### config.mk
export PLATFORM = sky130hd
export DESIGN_NAME = fc_layer_seq_flat
export DESIGN_NICKNAME = d
export VERILOG_FILES = /design/src/rtl/fc_pkg.sv /design/src/rtl/fc_layer_seq_if.sv /design/src/rtl/fc_hs_stage.sv /design/src/rtl/fc_layer_seq.sv /design/src/flat_wrapper.sv
export SDC_FILE = /design/constraint.sdc
export NUM_CORES = 1
export LEC_CHECK = 0
export CAP_MARGIN = 20
export CORE_UTILIZATION = 55
export DETAILED_ROUTE_END_ITERATION = 10
export PLACE_DENSITY = 0.79
export SLEW_MARGIN = 20
export SYNTH_ARGS = -nofsm -noshare
export SYNTH_HDL_FRONTEND = slang
export SYNTH_HIERARCHICAL = 1
export SYNTH_SLANG_ARGS = --single-unit
### constraint.sdc
create_clock -name clk -period 3.84 [get_ports clk]
set_input_delay 1.152 -clock clk [delete_from_list [all_inputs] [get_ports clk]]
set_output_delay 1.152 -clock clk [all_outputs]
set_load 0.02 [all_outputs]
### src/rtl/fc_pkg.sv
// Shared types and constants for the fully-connected layer run sequencer.
package fc_pkg;

    localparam int unsigned ERR_W = 2;

    localparam logic [ERR_W-1:0] ERR_NONE = 2'd0;
    localparam logic [ERR_W-1:0] ERR_CTRL = 2'd1;
    localparam logic [ERR_W-1:0] ERR_CIM  = 2'd2;
    localparam logic [ERR_W-1:0] ERR_FUNC = 2'd3;

    typedef enum logic [2:0] {
        FR_IDLE,
        FR_LD_ACK,
        FR_LD_RUN,
        FR_CIM_WAIT,
        FR_CM_ACK,
        FR_CM_RUN,
        FR_HALT
    } front_state_e;

    typedef enum logic [2:0] {
        BK_IDLE,
        BK_FN_WAIT,
        BK_FN_ACK,
        BK_FN_RUN,
        BK_HALT
    } back_state_e;

    typedef enum logic [1:0] {
        HS_IDLE,
        HS_ACK,
        HS_RUN
    } hs_state_e;

endpackage

### src/rtl/fc_layer_seq_if.sv
// Handshake bundle between the sequencer, the previous/next layer and the fc stages.
interface fc_layer_seq_if #(
    parameter int unsigned CNT_WIDTH = 16
);
    import fc_pkg::*;

    logic                 i_req;
    logic                 o_ack;
    logic                 o_start;
    logic                 i_ctrl_busy;
    logic                 o_cim_start;
    logic                 i_cim_busy;
    logic                 o_func_start;
    logic                 i_func_busy;
    logic                 i_next_busy;
    logic                 o_busy;
    logic                 o_done;
    logic                 o_error;
    logic [ERR_W-1:0]     o_err_code;
    logic [CNT_WIDTH-1:0] o_run_count;

    // Environment side: previous layer, stages and next layer.
    modport master (
        output i_req, i_ctrl_busy, i_cim_busy, i_func_busy, i_next_busy,
        input  o_ack, o_start, o_cim_start, o_func_start,
        input  o_busy, o_done, o_error, o_err_code, o_run_count
    );

    // Sequencer side.
    modport slave (
        input  i_req, i_ctrl_busy, i_cim_busy, i_func_busy, i_next_busy,
        output o_ack, o_start, o_cim_start, o_func_start,
        output o_busy, o_done, o_error, o_err_code, o_run_count
    );

endinterface

### src/rtl/fc_hs_stage.sv
// Pulse-start / busy-ack tracker: flags the busy rise, the busy fall and an ack timeout.
module fc_hs_stage
    import fc_pkg::*;
#(
    parameter int unsigned ACK_TIMEOUT = 16
) (
    input  logic clk,
    input  logic rst,
    input  logic start,
    input  logic busy,
    output logic ack_c,
    output logic done_c,
    output logic timeout_c
);

    localparam int unsigned TMO_W = (ACK_TIMEOUT > 2) ? $clog2(ACK_TIMEOUT) : 1;
    // busy is sampled in the ACK_TIMEOUT-1 cycles after the pulse; the error
    // register then shows the timeout exactly ACK_TIMEOUT cycles after the pulse.
    localparam logic [TMO_W-1:0] TMO_LAST = TMO_W'(ACK_TIMEOUT - 2);

    hs_state_e        state_q, state_d;
    logic [TMO_W-1:0] cnt_q, cnt_d;

    always_ff @(posedge clk) begin
        if (rst) begin
            state_q <= HS_IDLE;
            cnt_q   <= '0;
        end else begin
            state_q <= state_d;
            cnt_q   <= cnt_d;
        end
    end

    always_comb begin
        state_d   = state_q;
        cnt_d     = cnt_q;
        ack_c     = 1'b0;
        done_c    = 1'b0;
        timeout_c = 1'b0;
        unique case (state_q)
            HS_IDLE: begin
                if (start) begin
                    state_d = HS_ACK;
                    cnt_d   = '0;
                end
            end
            HS_ACK: begin
                if (busy) begin
                    ack_c   = 1'b1;
                    state_d = HS_RUN;
                end else if (cnt_q == TMO_LAST) begin
                    timeout_c = 1'b1;
                    state_d   = HS_IDLE;
                end else begin
                    cnt_d = cnt_q + 1'b1;
                end
            end
            HS_RUN: begin
                if (!busy) begin
                    done_c  = 1'b1;
                    state_d = HS_IDLE;
                end
            end
            default: state_d = HS_IDLE;
        endcase
    end

endmodule

### src/rtl/fc_layer_seq.sv
// Run-level sequencer for one fc layer: load -> CIM compute (front FSM), func (back FSM),
// linked by a one-deep token that marks a CIM result waiting for the func stage.
module fc_layer_seq
    import fc_pkg::*;
#(
    parameter int unsigned OVERLAP     = 1,
    parameter int unsigned ACK_TIMEOUT = 16,
    parameter int unsigned CNT_WIDTH   = 16
) (
    input  logic           clk,
    input  logic           rst,
    fc_layer_seq_if.slave  bus
);

    localparam bit OVL = (OVERLAP != 0);

    front_state_e         front_q, front_d;
    back_state_e          back_q, back_d;
    logic                 token_q, token_d;
    logic                 ack_q, ack_d;
    logic                 start_q, start_d;
    logic                 cim_start_q, cim_start_d;
    logic                 func_start_q, func_start_d;
    logic                 done_q, done_d;
    logic                 busy_q, busy_d;
    logic                 error_q, error_d;
    logic [ERR_W-1:0]     err_code_q, err_code_d;
    logic [CNT_WIDTH-1:0] run_count_q, run_count_d;

    logic token_set, token_clr, accept_ok, any_tmo;
    logic ctrl_ack, ctrl_done, ctrl_tmo;
    logic cim_ack, cim_done, cim_tmo;
    logic func_ack, func_done, func_tmo;

    fc_hs_stage #(.ACK_TIMEOUT(ACK_TIMEOUT)) u_hs_ctrl (
        .clk       (clk),
        .rst       (rst),
        .start     (start_q),
        .busy      (bus.i_ctrl_busy),
        .ack_c     (ctrl_ack),
        .done_c    (ctrl_done),
        .timeout_c (ctrl_tmo)
    );

    fc_hs_stage #(.ACK_TIMEOUT(ACK_TIMEOUT)) u_hs_cim (
        .clk       (clk),
        .rst       (rst),
        .start     (cim_start_q),
        .busy      (bus.i_cim_busy),
        .ack_c     (cim_ack),
        .done_c    (cim_done),
        .timeout_c (cim_tmo)
    );

    fc_hs_stage #(.ACK_TIMEOUT(ACK_TIMEOUT)) u_hs_func (
        .clk       (clk),
        .rst       (rst),
        .start     (func_start_q),
        .busy      (bus.i_func_busy),
        .ack_c     (func_ack),
        .done_c    (func_done),
        .timeout_c (func_tmo)
    );

    always_ff @(posedge clk) begin
        if (rst) begin
            front_q      <= FR_IDLE;
            back_q       <= BK_IDLE;
            token_q      <= 1'b0;
            ack_q        <= 1'b0;
            start_q      <= 1'b0;
            cim_start_q  <= 1'b0;
            func_start_q <= 1'b0;
            done_q       <= 1'b0;
            busy_q       <= 1'b0;
            error_q      <= 1'b0;
            err_code_q   <= ERR_NONE;
            run_count_q  <= '0;
        end else begin
            front_q      <= front_d;
            back_q       <= back_d;
            token_q      <= token_d;
            ack_q        <= ack_d;
            start_q      <= start_d;
            cim_start_q  <= cim_start_d;
            func_start_q <= func_start_d;
            done_q       <= done_d;
            busy_q       <= busy_d;
            error_q      <= error_d;
            err_code_q   <= err_code_d;
            run_count_q  <= run_count_d;
        end
    end

    assign any_tmo = ctrl_tmo | cim_tmo | func_tmo;

    // Serial mode only admits a new input once the previous result is fully consumed.
    assign accept_ok = !error_q && !any_tmo &&
                       (OVL || ((back_q == BK_IDLE) && !token_q));

    // Front FSM: input load then CIM compute.
    always_comb begin
        front_d     = front_q;
        ack_d       = 1'b0;
        start_d     = 1'b0;
        cim_start_d = 1'b0;
        token_set   = 1'b0;
        unique case (front_q)
            FR_IDLE: begin
                if (bus.i_req && accept_ok) begin
                    ack_d   = 1'b1;
                    start_d = 1'b1;
                    front_d = FR_LD_ACK;
                end
            end
            FR_LD_ACK: begin
                if (ctrl_tmo)      front_d = FR_HALT;
                else if (ctrl_ack) front_d = FR_LD_RUN;
            end
            FR_LD_RUN: begin
                if (ctrl_done) front_d = FR_CIM_WAIT;
            end
            FR_CIM_WAIT: begin
                // CIM output buffer is free only once func has taken it.
                if (!token_q && (back_q == BK_IDLE)) begin
                    cim_start_d = 1'b1;
                    front_d     = FR_CM_ACK;
                end
            end
            FR_CM_ACK: begin
                if (cim_tmo)      front_d = FR_HALT;
                else if (cim_ack) front_d = FR_CM_RUN;
            end
            FR_CM_RUN: begin
                if (cim_done) begin
                    token_set = 1'b1;
                    front_d   = FR_IDLE;
                end
            end
            FR_HALT: front_d = FR_HALT;
            default: front_d = FR_IDLE;
        endcase
    end

    // Back FSM: func stage, gated by next-layer back-pressure.
    always_comb begin
        back_d       = back_q;
        func_start_d = 1'b0;
        done_d       = 1'b0;
        token_clr    = 1'b0;
        run_count_d  = run_count_q;
        unique case (back_q)
            BK_IDLE: begin
                if (token_q) back_d = BK_FN_WAIT;
            end
            BK_FN_WAIT: begin
                if (!bus.i_next_busy) begin
                    func_start_d = 1'b1;
                    token_clr    = 1'b1;
                    back_d       = BK_FN_ACK;
                end
            end
            BK_FN_ACK: begin
                if (func_tmo)      back_d = BK_HALT;
                else if (func_ack) back_d = BK_FN_RUN;
            end
            BK_FN_RUN: begin
                if (func_done) begin
                    done_d      = 1'b1;
                    run_count_d = run_count_q + CNT_WIDTH'(1);
                    back_d      = BK_IDLE;
                end
            end
            BK_HALT: back_d = BK_HALT;
            default: back_d = BK_IDLE;
        endcase
    end

    // Token, sticky error and busy summary.
    always_comb begin
        token_d = token_q;
        if (token_set)      token_d = 1'b1;
        else if (token_clr) token_d = 1'b0;

        error_d    = error_q | any_tmo;
        err_code_d = err_code_q;
        if (err_code_q == ERR_NONE) begin
            if (ctrl_tmo)      err_code_d = ERR_CTRL;
            else if (cim_tmo)  err_code_d = ERR_CIM;
            else if (func_tmo) err_code_d = ERR_FUNC;
        end

        busy_d = (front_d != FR_IDLE) || (back_d != BK_IDLE) || token_d;
    end

    assign bus.o_ack        = ack_q;
    assign bus.o_start      = start_q;
    assign bus.o_cim_start  = cim_start_q;
    assign bus.o_func_start = func_start_q;
    assign bus.o_done       = done_q;
    assign bus.o_busy       = busy_q;
    assign bus.o_error      = error_q;
    assign bus.o_err_code   = err_code_q;
    assign bus.o_run_count  = run_count_q;

endmodule

### src/flat_wrapper.sv
// flat-port wrapper written by rule: the top's interface ports become plain ports
module fc_layer_seq_flat import fc_pkg::*;
#(
    parameter int unsigned OVERLAP     = 1,
    parameter int unsigned ACK_TIMEOUT = 16,
    parameter int unsigned CNT_WIDTH   = 16
)
  (clk, rst, bus_i_req, bus_i_ctrl_busy, bus_i_cim_busy, bus_i_func_busy, bus_i_next_busy, bus_o_ack, bus_o_start, bus_o_cim_start, bus_o_func_start, bus_o_busy, bus_o_done, bus_o_error, bus_o_err_code, bus_o_run_count);
  fc_layer_seq_if #(.CNT_WIDTH(CNT_WIDTH)) bus_i ();
  input  logic clk;
  input  logic rst;
  input wire logic [$bits(bus_i.i_req)-1:0] bus_i_req;
  input wire logic [$bits(bus_i.i_ctrl_busy)-1:0] bus_i_ctrl_busy;
  input wire logic [$bits(bus_i.i_cim_busy)-1:0] bus_i_cim_busy;
  input wire logic [$bits(bus_i.i_func_busy)-1:0] bus_i_func_busy;
  input wire logic [$bits(bus_i.i_next_busy)-1:0] bus_i_next_busy;
  output wire logic [$bits(bus_i.o_ack)-1:0] bus_o_ack;
  output wire logic [$bits(bus_i.o_start)-1:0] bus_o_start;
  output wire logic [$bits(bus_i.o_cim_start)-1:0] bus_o_cim_start;
  output wire logic [$bits(bus_i.o_func_start)-1:0] bus_o_func_start;
  output wire logic [$bits(bus_i.o_busy)-1:0] bus_o_busy;
  output wire logic [$bits(bus_i.o_done)-1:0] bus_o_done;
  output wire logic [$bits(bus_i.o_error)-1:0] bus_o_error;
  output wire logic [$bits(bus_i.o_err_code)-1:0] bus_o_err_code;
  output wire logic [$bits(bus_i.o_run_count)-1:0] bus_o_run_count;
  assign bus_i.i_req = bus_i_req;
  assign bus_i.i_ctrl_busy = bus_i_ctrl_busy;
  assign bus_i.i_cim_busy = bus_i_cim_busy;
  assign bus_i.i_func_busy = bus_i_func_busy;
  assign bus_i.i_next_busy = bus_i_next_busy;
  assign bus_o_ack = bus_i.o_ack;
  assign bus_o_start = bus_i.o_start;
  assign bus_o_cim_start = bus_i.o_cim_start;
  assign bus_o_func_start = bus_i.o_func_start;
  assign bus_o_busy = bus_i.o_busy;
  assign bus_o_done = bus_i.o_done;
  assign bus_o_error = bus_i.o_error;
  assign bus_o_err_code = bus_i.o_err_code;
  assign bus_o_run_count = bus_i.o_run_count;
  fc_layer_seq #(.OVERLAP(OVERLAP), .ACK_TIMEOUT(ACK_TIMEOUT), .CNT_WIDTH(CNT_WIDTH)) u_core (.clk(clk), .rst(rst), .bus(bus_i));
endmodule
==> impl_metrics.py <==
metrics = {
    "outcome": {
        "status": "complete, no violations",
    },
    "clock_tree": {
        "cts-root-buf": "clkbuf_8",
        "cts_buffer_depth": 2,
        "holdBufCountCts": 0,
        "cts_resized": 0,
        "cts_buffers": 5,
        "postCtsSetupBuffers": 0,
        "cts_max_level": 2,
        "clkSinkCount": 49,
        "clk_pin_slew_ns": 0.09,
        "clk_latency_ns": 0.30,
        "cts_tree": "built",
    },
    "synthesis": {
        "ys_warn_count": 6,
        "syn-num-nets": 297,
        "synth_edf_count": 0,
        "ys_ff_latch": 49,
        "synth-seq-area-share_pct": 39.64,
        "ys.flop_type": "dfxtp_1",
        "syn_area_sq_um": 2475,
        "synth-xor-area-share_pct": 5.308,
        "synth_mux_area_share_pct": 0.4044,
        "ys_types": 49,
        "yosysTopAreaCell": "dfxtp_1",
        "synth_top_family_by_area": "simple AND/OR/NAND/NOR gates",
        "synth-compound-area-share_pct": 16.18,
        "ys_top_cells_by_area": "dfxtp_1, nor2_1, a21oi_1",
        "avgSynthCellArea_sq_um": 8.745,
        "async_flop_share_pct": 0,
        "synthAdderAreaFrac_pct": 3.539,
        "synth.most_common_cell": "dfxtp_1",
        "synth_top_area_share_pct": 39.64,
        "synthCells": 283,
        "synthSimpleGateAreaFrac_pct": 31.40,
        "synth_common_cells": "dfxtp_1, nor2_1, a21oi_1",
    },
    "route": {
        "initialDrtViolationCount": 72,
        "drtAntennaViolNets": 0,
        "firstDrtPassIters": 4,
        "vias_per_cell": 5.773,
        "dr_total_vias": 2113,
        "drcViolationCount": 0,
        "wl_microns": 4900,
        "routedWlPerCell_microns": 13.39,
    },
    "final_layout": {
        "finish.net_count": 327,
        "diodes": 0,
        "drive_gt1_share_pct": 9.873,
        "syn_to_final_growth_pct": 18.25,
    },
    "sta": {
        "tns_ns": 0,
        "fmax_mhz": 350.0,
        "slew_viol_final": 0,
        "setup_slack_ns": 0.9829,
        "finalHoldViolations": 0,
        "finalClockSkew_ns": 0.01468,
        "worst_pin_slew_ns": 0.6819,
        "timing.final.crit_share_pct": 74.40,
        "timing.hold.ws_ns": 0.5088,
        "slew_headroom_pct": 54.54,
        "setup_viol": 0,
        "period_needed_ns": 2.857,
        "rsz0062_at_grt": "false",
    },
    "setup_path": {
        "worstPathMaxFanout": 7,
        "rrSetupSlack_ns": 1.74,
        "start_kind": "input port",
        "worstSetupEndpointType": "register",
        "worst_ep_required_time_ns": 4.01,
        "r2r_cells": 9,
        "reg2reg_to": "u_core/bus.o_busy$_SDFF_PP0_",
        "regToRegStartpoint": "u_core/u_hs_ctrl/cnt_q[0]$_SDFFE_PP0P_",
        "worstPathArrival_ns": 3.03,
        "worstSetupPathType": "in2reg",
    },
    "floorplan": {
        "core_area_sq_um": 4354,
        "die_y_microns": 69.08,
        "die_area_sq_um": 4772,
        "pin_count": 32,
        "start_util_pct": 56.84,
        "rows": 24,
        "dieWidth_microns": 69.08,
    },
    "pwr": {
        "internal_power_uw": 744.9,
        "power_density_nw_per_um2": 323.4,
        "switching_share_pct": 21.30,
        "leakage_nw": 1.007,
        "combPwrFrac_pct": 5.3,
        "pwr-share-seq_pct": 54.8,
        "power.net_switching_uw": 201.6,
        "vdd_drop_max_mv": 0.2547,
        "power_frac_clock_pct": 40.0,
    },
    "placed_design": {
        "gp_congestion": 0.8368,
        "io_buffers": 31,
        "pre_cts_ws_ns": 0.6974,
        "hpwlAfterDp_microns": 3448,
    },
    "global_route": {
        "grt_pass1_wl_microns": 8445,
        "grt_max_degree": 36,
        "antenna_found_initial": 0,
        "grt_usage_pct": 21.50,
        "grt_pass1_vias": 1930,
        "grt_overflow": 0,
    },
    "worst_hold_path": {
        "hold_end": "u_core/bus.o_err_code[1]$_SDFFE_PP0P_",
        "min_from": "u_core/bus.o_err_code[1]$_SDFFE_PP0P_",
        "worstHoldPathCells": 2,
        "hold_path.class": "reg2reg",
    },
    "run": {
        "max_cap_viol_count": 0,
    },
}
## routing by layer
| metal | up-vias | routed length, microns | share of wire [%] | GRT usage (%) |
|---|---|---|---|---|
| met5 | - | 0 | 0 | 0 |
| met4 | 0 | 65 | 1.3 | 7.937 |
| met3 | 5 | 200 | 4.1 | 4.971 |
| met2 | 37 | 2253 | 46 | 35.17 |
| met1 | 1003 | 2380 | 49 | 27.58 |
| li1 | 1068 | - | - | - |
## cells in the final DEF, fill, tap and decap left out, types with 2 or more instances in the layout
cell and count:
dfxtp_1 49, nor2_1 43, clkdlybuf4s50_1 30, a21oi_1 28
xor2_1 13, nand2_1 12, inv_1 11, nand4_1 10
nand3_1 10, nor2b_1 9, nand2b_1 9, nor3_1 8
ha_1 7, clkbuf_8 6, and3_1 6, o21ai_1 6
a311oi_1 5, nand2b_4 3, nand3_2 3, nor2b_2 3
nor2_2 3, a41oi_1 3, and4_4 3, a2111oi_4 3
and4_1 2, or3_1 2, nor4b_1 2, xnor2_1 2
## flip-flops by register name (all words and copies together), names as in the netlist
name,count
u_core/back_q,3
u_core/bus.o_func_start,1
u_core/u_hs_cim/cnt_q,4
u_core/u_hs_ctrl/state_q,2
u_core/bus.o_cim_start,1
u_core/u_hs_func/cnt_q,4
u_core/bus.o_err_code,2
u_core/bus.o_start,1
u_core/front_q,3
u_core/bus.o_run_count,16
u_core/bus.o_done,1
u_core/u_hs_func/state_q,2
u_core/token_q,1
u_core/u_hs_ctrl/cnt_q,4
u_core/u_hs_cim/state_q,2
u_core/bus.o_busy,1
u_core/bus.o_error,1
## how the worst max path moves through the flow
| stage | start | endpoint | slack (ns) | depth (start not counted) |
|---|---|---|---|---|
| finish | bus_i_func_busy | u_core/bus.o_run_count[15]$_SDFFE_PP0P_ | 0.98 | 7 |
| global route | bus_i_func_busy | u_core/bus.o_run_count[13]$_SDFFE_PP0P_ | 0.75 | 7 |
| CTS | bus_i_func_busy | u_core/bus.o_run_count[15]$_SDFFE_PP0P_ | 1.0 | 7 |
| detailed placement | bus_i_func_busy | u_core/bus.o_run_count[15]$_SDFFE_PP0P_ | 0.70 | 7 |
| global placement | bus_i_ctrl_busy | u_core/bus.o_busy$_SDFF_PP0_ | 0.75 | 7 |
| floorplan | bus_i_func_busy | u_core/bus.o_run_count[5]$_SDFFE_PP0P_ | 1.56 | 6 |
## kinds of logic (layout without fill, tap and decap cells)
kind of cell / after synthesis / after routing
simple gates: 136 / 136
compound gates: 55 / 55
flops: 49 / 49
buf+inv: 20 / 51
xor+xnor: 15 / 15
fa+ha+maj: 7 / 7
mux: 1 / 1
## power by group through the flow
stage | Sequential [mW] | Combinational, mW | Clock, mW
finish | 0.518 | 0.0498 | 0.378
global route | 0.519 | 0.0541 | 0.411
CTS | 0.518 | 0.0500 | 0.390
detailed placement | 0.530 | 0.0496 | 0
global placement | 0.530 | 0.0493 | 0
floorplan | 0.529 | 0.0292 | 0
## critical path: stages
cell and delay, ns:
clkdlybuf4s50_1 0.52, nor2_1 0.19, nand4b_1 0.28, nor2_1 0.46, nand4_1 0.19, xor2_1 0.17
nor2_1 0.05
## stage by stage
stage	power (mW)	utilization [%]	std cells	instance area, sq um
floorplan	0.5584	-	283	2475
finish	0.9464	67.21	366	2927
CTS	0.9582	67.21	366	2927
global placement	0.5797	64.45	358	2806
global route	0.9844	67.21	366	2927
detailed placement	0.5799	64.45	358	2806
## area by class of cell
cell class,count,area (sq um)
sequential,49,980.9
multi-input combinational,214,1406
clock inverter,2,37.54
inverter,11,41.29
fill,356,1428
timing repair buffer,32,312.8
tap,52,65.06
clock buffer,6,82.58
Power figures use the tool's default switching activity.
